[src/rtl/intr_ctrl_pkg.sv]
// Shared interrupt source numbering and CP0 exception codes.
// Keeps intr_ctrl and CP0 in agreement on source order (bit0 = highest priority).
package intr_ctrl_pkg;

  localparam int unsigned NUM_SRC   = 6;

  // Source index within ext_int / pending
  localparam int unsigned IRQ_TIMER = 0;
  localparam int unsigned IRQ_S1    = 1;
  localparam int unsigned IRQ_S2    = 2;
  localparam int unsigned IRQ_S3    = 3;
  localparam int unsigned IRQ_S4    = 4;
  localparam int unsigned IRQ_S5    = 5;

  // CP0 ExcCode reported for each source
  localparam logic [4:0] EXC_TIMER = 5'b00000;
  localparam logic [4:0] EXC_S1    = 5'b01101;
  localparam logic [4:0] EXC_S2    = 5'b01110;
  localparam logic [4:0] EXC_S3    = 5'b01111;
  localparam logic [4:0] EXC_S4    = 5'b10000;
  localparam logic [4:0] EXC_S5    = 5'b10001;

endpackage

[src/rtl/btn_debounce.sv]
// Button synchroniser + debouncer with a rise pulse.
// Ports:
//   clock, reset  - system clock, async active-high reset
//   btn_raw_i     - raw asynchronous button level
//   rise_c        - combinational pulse, high on the edge where the debounced
//                   state goes 0->1
module btn_debounce #(
  parameter int unsigned DEBOUNCE_CYCLES = 20000
) (
  input  logic clock,
  input  logic reset,
  input  logic btn_raw_i,
  output logic rise_c
);

  localparam int unsigned CNT_W = (DEBOUNCE_CYCLES > 1) ? $clog2(DEBOUNCE_CYCLES) : 1;
  localparam logic [CNT_W-1:0] CNT_MAX = CNT_W'(DEBOUNCE_CYCLES - 1);

  logic             sync1_q;
  logic             s_q;
  logic             db_q, db_d;
  logic [CNT_W-1:0] cnt_q, cnt_d;

  // Two-flop synchroniser, debounced state and stability counter
  always_ff @(posedge clock or posedge reset) begin
    if (reset) begin
      sync1_q <= 1'b0;
      s_q     <= 1'b0;
      db_q    <= 1'b0;
      cnt_q   <= '0;
    end else begin
      sync1_q <= btn_raw_i;
      s_q     <= sync1_q;
      db_q    <= db_d;
      cnt_q   <= cnt_d;
    end
  end

  // Count consecutive disagreeing samples; any agreeing sample restarts the window
  always_comb begin
    db_d   = db_q;
    cnt_d  = '0;
    rise_c = 1'b0;
    if (s_q != db_q) begin
      if (cnt_q == CNT_MAX) begin
        db_d   = ~db_q;
        rise_c = ~db_q;
      end else begin
        cnt_d = cnt_q + CNT_W'(1);
      end
    end
  end

endmodule

[src/rtl/intr_ctrl.sv]
// External-interrupt front end feeding CP0 ExternalInterrupt.
// Ports:
//   clock, reset - system clock, async active-high reset
//   btn_raw      - raw button levels, bit0=S1 .. bit4=S5
//   timer_tick   - synchronous single-cycle timer pulse (source 0)
//   int_mask     - per-source enable, 1 = enabled
//   irq_ack      - CP0 took an interrupt/exception this cycle
//   ext_int      - pending & int_mask, to CP0
//   pending      - raw pending bits for readback
module intr_ctrl
  import intr_ctrl_pkg::*;
#(
  parameter int unsigned DEBOUNCE_CYCLES = 20000,
  parameter int unsigned NUM_BTN         = 5
) (
  input  logic               clock,
  input  logic               reset,
  input  logic [NUM_BTN-1:0] btn_raw,
  input  logic               timer_tick,
  input  logic [NUM_BTN:0]   int_mask,
  input  logic               irq_ack,
  output logic [NUM_BTN:0]   ext_int,
  output logic [NUM_BTN:0]   pending
);

  localparam int unsigned NSRC = NUM_BTN + 1;

  logic [NUM_BTN-1:0] btn_rise;
  logic [NSRC-1:0]    pend_q, pend_d;
  logic [NSRC-1:0]    set_vec, clr_vec, active;

  for (genvar i = 0; i < NUM_BTN; i++) begin : g_btn
    btn_debounce #(
      .DEBOUNCE_CYCLES (DEBOUNCE_CYCLES)
    ) u_db (
      .clock     (clock),
      .reset     (reset),
      .btn_raw_i (btn_raw[i]),
      .rise_c    (btn_rise[i])
    );
  end

  always_ff @(posedge clock or posedge reset) begin
    if (reset) pend_q <= '0;
    else       pend_q <= pend_d;
  end

  // Ack retires the lowest enabled pending source; a same-edge set overrides it
  always_comb begin
    set_vec                   = '0;
    set_vec[IRQ_TIMER]        = timer_tick;
    set_vec[NUM_BTN:IRQ_S1]   = btn_rise;
    active                    = pend_q & int_mask;
    clr_vec                   = irq_ack ? (active & (~active + NSRC'(1))) : '0;
    pend_d                    = (pend_q & ~clr_vec) | set_vec;
  end

  assign pending = pend_q;
  assign ext_int = pend_q & int_mask;

endmodule

[config.mk]
export PLATFORM = sky130hd
export DESIGN_NAME = intr_ctrl
export DESIGN_NICKNAME = d
export VERILOG_FILES = /design/src/rtl/intr_ctrl_pkg.sv /design/src/rtl/btn_debounce.sv /design/src/rtl/intr_ctrl.sv
export SDC_FILE = /design/constraint.sdc
export NUM_CORES = 1
export LEC_CHECK = 0
export BUFFER_PORTS_ARGS = -buffer_cell sky130_fd_sc_hd__buf_2
export CAP_MARGIN = 0
export CORE_UTILIZATION = 55
export DETAILED_ROUTE_END_ITERATION = 8
export PLACE_DENSITY = 0.76
export SYNTH_ARGS = -nofsm -noshare
export SYNTH_HDL_FRONTEND = slang
export SYNTH_HIERARCHICAL = 1
export SYNTH_SLANG_ARGS = --single-unit
[constraint.sdc]
create_clock -name clock -period 1.6 [get_ports clock]
set_input_delay 0.16 -clock clock [delete_from_list [all_inputs] [get_ports clock]]
set_output_delay 0.16 -clock clock [all_outputs]
set_load 0.02 [all_outputs]
* After elaboration in Yosys (flattened, before gate mapping)
Cells that the tools add are included.
Storage, ports and cells: bits in registers 96, latch bits 0, memory bits (writable) 0, bits in read-only memories 0, input bits 15, output and inout port bits 12, logic and storage cells 74, memories 0
Operators by class: $add $sub $neg 6, $mul 0, div/mod/pow operators 0, $lt $le $gt $ge 0, eq/ne operators 10, shift operators 0, muxes and demuxes 21, bitwise logic cells 11, reductions and logical operators 5
Operators with widths (count):
- 15-bit two-way mux | 10
- 15-bit by 1-bit adder with 15-bit output (second input constant) | 5
- 15-bit == test (second input constant) | 5
- 6-bit bitwise AND | 3
- 6-bit inverter | 2
- 1-bit two-way mux | 10
- 2-bit AND reduction | 5
- 6-bit by 1-bit adder with 6-bit output (second input constant) | 1
- 6-bit two-way mux | 1
- 6-bit bitwise OR | 1
- 1-bit inequality test | 5
- 1-bit inverter | 5

* Logic depth before layout (Yosys ltp)
depth after elaboration 8, gate-level depth with buffers 7, depth with buffers taken out 6

* By module
The synthesis kept the hierarchy.
By module, submodules not included:
- btn_debounce | instances 5, cells each 80, area each 927.1 µm², sequential area each 450.4 µm²
- intr_ctrl | instances 1, cells each 32, area each 307.8 µm², sequential area each 150.1 µm²

* Worst setup path after synthesis
No wires, ideal clock.
kind register -> register, from register g_btn[4].u_db.cnt_q[0], to register pend_q[5] (netlist: pending[5]), setup time 0.082 ns, data arrival time 1.465 ns, data required time 1.518 ns, slack 0.053 ns, cell stages (with the launch flop) 8, path buffers 1, period minus slack after synthesis 1.547 ns, cell sequence dfrtp_1 > ha_1 > and4_1 > buf_4 > nand4_4 > nor3b_1 > nor3b_1 > a31oi_1
On the way: word-level cells in the longest chain between the ends 4
RTL lines:
- from (decl) | line btn_debounce.sv:22 | logic [CNT_W-1:0] cnt_q, cnt_d;
- from (signal assigned) | line btn_debounce.sv:35 | cnt_q <= cnt_d;
- 15-bit == test | line btn_debounce.sv:45 | if (cnt_q == CNT_MAX) begin
- 1-bit two-way mux | line btn_debounce.sv:45
- 1-bit two-way mux | line btn_debounce.sv:44 | if (s_q != db_q) begin
- via btn_rise[4] | line intr_ctrl.sv:28 | logic [NUM_BTN-1:0] btn_rise;
- 6-bit bitwise OR | line intr_ctrl.sv:55 | pend_d = (pend_q & ~clr_vec) | set_vec;
- via pend_d[5] | line intr_ctrl.sv:29 | logic [NSRC-1:0] pend_q, pend_d;
- to (signal assigned) | line intr_ctrl.sv:45 | else pend_q <= pend_d;
- to (decl) | line intr_ctrl.sv:29
The timed path passes the listed nets, and every way through them passes these cells. A chain may end at the register's enable or synchronous reset.

* Worst setup path in the final report
from register g_btn[3].u_db.cnt_q[0], to register g_btn[3].u_db.db_q
On the way: word-level cells in the longest chain between the ends 2
RTL lines:
- from (decl) | line btn_debounce.sv:22
- from (signal assigned) | line btn_debounce.sv:35
- 15-bit == test | line btn_debounce.sv:45
- 2-bit AND reduction (no source line)
- to (signal assigned) | line btn_debounce.sv:29 | db_q <= 1'b0;
- to (signal assigned) | line btn_debounce.sv:34 | db_q <= db_d;
- to (decl) | line btn_debounce.sv:21 | logic db_q, db_d;
Every way passes these cells.

==> impl_summary.log <==
[metrics] DIE AREA: roughly 0.0094 mm2
[metrics] cell area power density: 776 mW/mm2
[metrics] number of vias per cell: around 5.5
[metrics] adder-cell share of the synthesized area: between 1 and 1.5%
[metrics] time the final worst path needs with I/O delays and setup: 1.54 ns
[metrics] non-filler instance count after layout: around 600
[metrics] GRT met3 Usage: around 4.0%
[metrics] WP data arrival: 1.79 ns
[metrics] multiplexer share of the synthesized area: 1.52%
[metrics] largest net degree at the start of global routing: 19
[metrics] global routing usage on met1: 26.9%
[metrics] netlist area before placement: 0.00494 mm2
[metrics] final design area excluding fillers: 0.00568 mm2
[metrics] fin util: between 60 and 70%
[metrics] clock group share of total power: 37.5%
[metrics] crit-path cells: ha_2, and4_4, nand4_4, buf_4, mux2_4
[metrics] sort of element at the end of the critical path: flop
[metrics] first drt pass iteration count: 4
[metrics] Residual DRC: 0
[metrics] Synth async-reset ratio: 100%
[metrics] remaining max-slew budget at the tightest pin: 51.6%
[metrics] final net count: a little over 500
[metrics] total buffers and inverters traversed by the critical path: 1
[metrics] slew of the pin with the lowest slew margin: roughly 0.72 ns
[metrics] setup repair after global routing missed its margin: true
[metrics] Post-Synthesis Net Count: 452
[metrics] kind of launch point of the worst setup path: flop
[metrics] YS warnings: 6
[metrics] switching power of the nets: 1090 uW
[metrics] EDFF count, synth: 0
[metrics] io pins: 27
[metrics] fraction of the mapped netlist area in simple logic gates: 31.8%
[metrics] post-route clock period utilization: a little over nine tenths
[metrics] Fin Clk Skew: ~0.015 ns
[metrics] average routed wire per standard cell: approximately 14 um
[metrics] slowest cell on the critical path: dfrtp_1
[metrics] Placement Rows: 34
[metrics] First DRT Iteration DRCs: 110
[metrics] share of synthesized area occupied by flip-flops and latches: 48.6%
[metrics] CTS tree: built
[metrics] Bufs on Longest Clock Path: 2
[metrics] number of antenna repair diodes: 0
[metrics] number of levels in the clock H-tree: 3
[metrics] sequential standard cell area: 0.00240 mm2
[metrics] Max VDD drop: 0.000529 V
[metrics] category of cells accounting for the largest share of critical-path delay: flip-flops
[metrics] antenna viol nets, final: 0
[metrics] height of the chip: 96.8 um
[metrics] via count of the first global-routing pass: 3312
[metrics] clock latency on the worst-skew pair: 0.36 ns
[metrics] number of library cell types mapped by synthesis: 32
[metrics] worst setup path category: reg -> reg
[metrics] part of the total power dissipated in combinational logic: under 10%
[metrics] Sw Share: between 20% and 30%
[metrics] Port Buffers: 26
[metrics] most common cell after layout, fill and taps aside: dfrtp_1
[metrics] DIE WIDTH: 96.8 um
[metrics] most frequent cells in the layout: 96 x dfrtp_1, 68 x nor2_1, 35 x xor2_1, 35 x xnor2_1
[metrics] total global-route track usage: about a fifth
[metrics] placed inst area: 0.00527 mm2
[metrics] detailed-route via count: approximately 3300
[metrics] largest family of logic cells by synthesized area: simple AND/OR/NAND/NOR gates
[metrics] Max-cap violations: 0
[metrics] fraction of final layout cells with drive strength greater than 1: 27.5%
[metrics] register share of total power: 57.1%
[metrics] peak per-stage delay on the critical path: 0.39 ns
[metrics] multi-input gate area in the final layout: between 0.002 and 0.0025 mm2
[metrics] most frequently used flop master after synthesis: dfrtp_1
[metrics] compound-gate portion of the synthesized area: 1.29%
[metrics] required time of the worst setup path: around 1.9 ns
[metrics] worst min path class: in -> reg
[metrics] count of final max-slew check failures: 0
[metrics] synthesized instance count: about 430
[metrics] Clock Sinks: 96
[metrics] worst hold-check slack: 0.0799 ns
[metrics] sum of negative setup slack: 0 ns
[metrics] cts bufs inserted: 9
[metrics] wire length after detailed routing: 8580 um
[metrics] xor and xnor fraction of the mapped netlist area: 12.4%
[metrics] clock transition time at the flip-flop clock pins of the worst setup and hold paths: 0.10 ns
[metrics] met2 routing resource usage after global routing: 33.7%
[metrics] internal power component: 3320 uW
[metrics] run status: completed
[metrics] layout overhead on the synthesized area: 14.8%
[metrics] layer with the highest usage: met2
[metrics] Final Setup Violations: 0
[metrics] area of the core: 0.00872 mm2
[metrics] number of antenna violations at the first check in global routing: 0
[metrics] overall overflow remaining after global route: 0
[metrics] dpl cells: 575
[metrics] Hold Fails Final Rpt: 0
[metrics] Seq cells post-synth: 96
[metrics] CTS Root Buffer Type: clkbuf_8
[metrics] Leak: 0.00267 uW
[metrics] wire length of the first global-routing pass: 15500 um
[metrics] initial core utilization: 56.7%
[metrics] FMAX: 0.649 GHz
[metrics] number of filler instances in the final layout: 653
[metrics] average footprint of a synthesized cell: about 11 um2
[metrics] global placer's final weighted congestion: between 0.8 and 0.9
[metrics] Detailed Place HPWL: 6060 um
[metrics] maximum fanout along the worst path: 3
==> worst paths after layout <==
check,start,end,slack (ns),depth (start not counted)
max in group asynchronous,reset,g_btn[4].u_db/cnt_q[7]$_DFF_PP0_,0.61,3
worst min-delay path,irq_ack,pending[0]$_DFF_PP0_,0.08,3
worst max-delay path,g_btn[3].u_db/cnt_q[0]$_DFF_PP0_,g_btn[3].u_db/db_q$_DFFE_PP0P_,0.06,5
worst max register to register,g_btn[3].u_db/cnt_q[0]$_DFF_PP0_,g_btn[3].u_db/db_q$_DFFE_PP0P_,0.06,5
worst min register to register,g_btn[1].u_db/sync1_q$_DFF_PP0_,g_btn[1].u_db/s_q$_DFF_PP0_,0.36,0
min in group asynchronous,reset,pending[0]$_DFF_PP0_,0.32,3
==> registers in the layout (all words and copies together), names as in the netlist <==
signal / count
g_btn.u_db/db_q: 5
g_btn.u_db/s_q: 5
g_btn.u_db/sync1_q: 5
g_btn.u_db/cnt_q: 75
pending: 6
==> cells in the mapped netlist (5+ instances only) <==
master    count  area, um2
nand2_2       5       31.3
xnor2_1      35        307
nor2_2        5       31.3
nand2_1      24       90.1
clkbuf_2      5       25.0
nand3_1      16       80.1
and4bb_2      5       62.6
xor2_1       35        307
nor2_1       68        255
ha_1          5       62.6
and4_1       15        131
buf_6         5       56.3
dfrtp_1      96       2400
nand4_4      10        213
nand4_1      20        125
inv_1        10       37.5
nor3b_1       6       45.0
and2_1       13       81.3
nand3_2       5       50.1
and3_1        5       31.3
nor4_2        5       62.6
buf_4         5       37.5
nor4_4       10        213
nor3_1       10       50.1
mux2_4        5       75.1
==> power by group through the flow <==
stage | Sequential, uW | Combinational (uW) | Clock [uW]
2_1_floorplan | 2550 | 147 | 0
3_3_place_gp | 2550 | 203 | 0
3_5_place_dp | 2560 | 208 | 0
4_1_cts | 2510 | 229 | 1720
5_1_grt | 2520 | 275 | 1800
6_report | 2510 | 241 | 1650
==> timing repair <==
item                                    4_1_cts  5_1_grt
endpoints found under the setup margin       25       47
hold buffers                                  9        0
resized for setup                             5       18
gates cloned                                  0        0
hold endpoints to repair                    104        0
pin swaps                                     0        2
buffers inserted                              0        2
==> layout make-up <==
type / instances / area share (%)
tap: 108 / 2.38
multi-input combinational: 311 / 43.5
clock inverter: 7 / 1.61
inverter: 10 / 0.661
clock buffer: 9 / 2.18
timing repair buffer: 61 / 7.32
sequential: 96 / 42.3
==> tightest hold or removal path: stages <==
cell and delay (ns):
buf_2 0.10, nand2_1 0.05, a21o_1 0.10
==> layer usage <==
layer / share of wire, % / vias to the layer above
li1: - / 1599
met1: 47 / 1631
met2: 49 / 47
met3: 3.0 / 7
met4: 1.1 / 0
met5: 0 / -
==> stage by stage <==
| step | power (uW) | setup slack, ns |
|---|---|---|
| after floorplan | 2700 | 0.0535 |
| after global routing | 4600 | -0.00245 |
| after detailed placement | 2770 | -0.0636 |
| after CTS | 4450 | 0.00222 |
| after global placement | 2760 | 0.0437 |
| final | 4400 | 0.0599 |
==> cells by family (layout without fill, tap and decap cells) <==
| family | count (synthesis) | count (layout) |
|---|---|---|
| buffers and inverters | 25 | 87 |
| AO/OA/AOI/OAI | 7 | 7 |
| flip-flops | 96 | 96 |
| adder cells (fa/ha/maj) | 5 | 5 |
| AND/OR/NAND/NOR | 224 | 224 |
| multiplexers | 5 | 5 |
| XOR/XNOR | 70 | 70 |
Power figures use the tool's default switching activity.
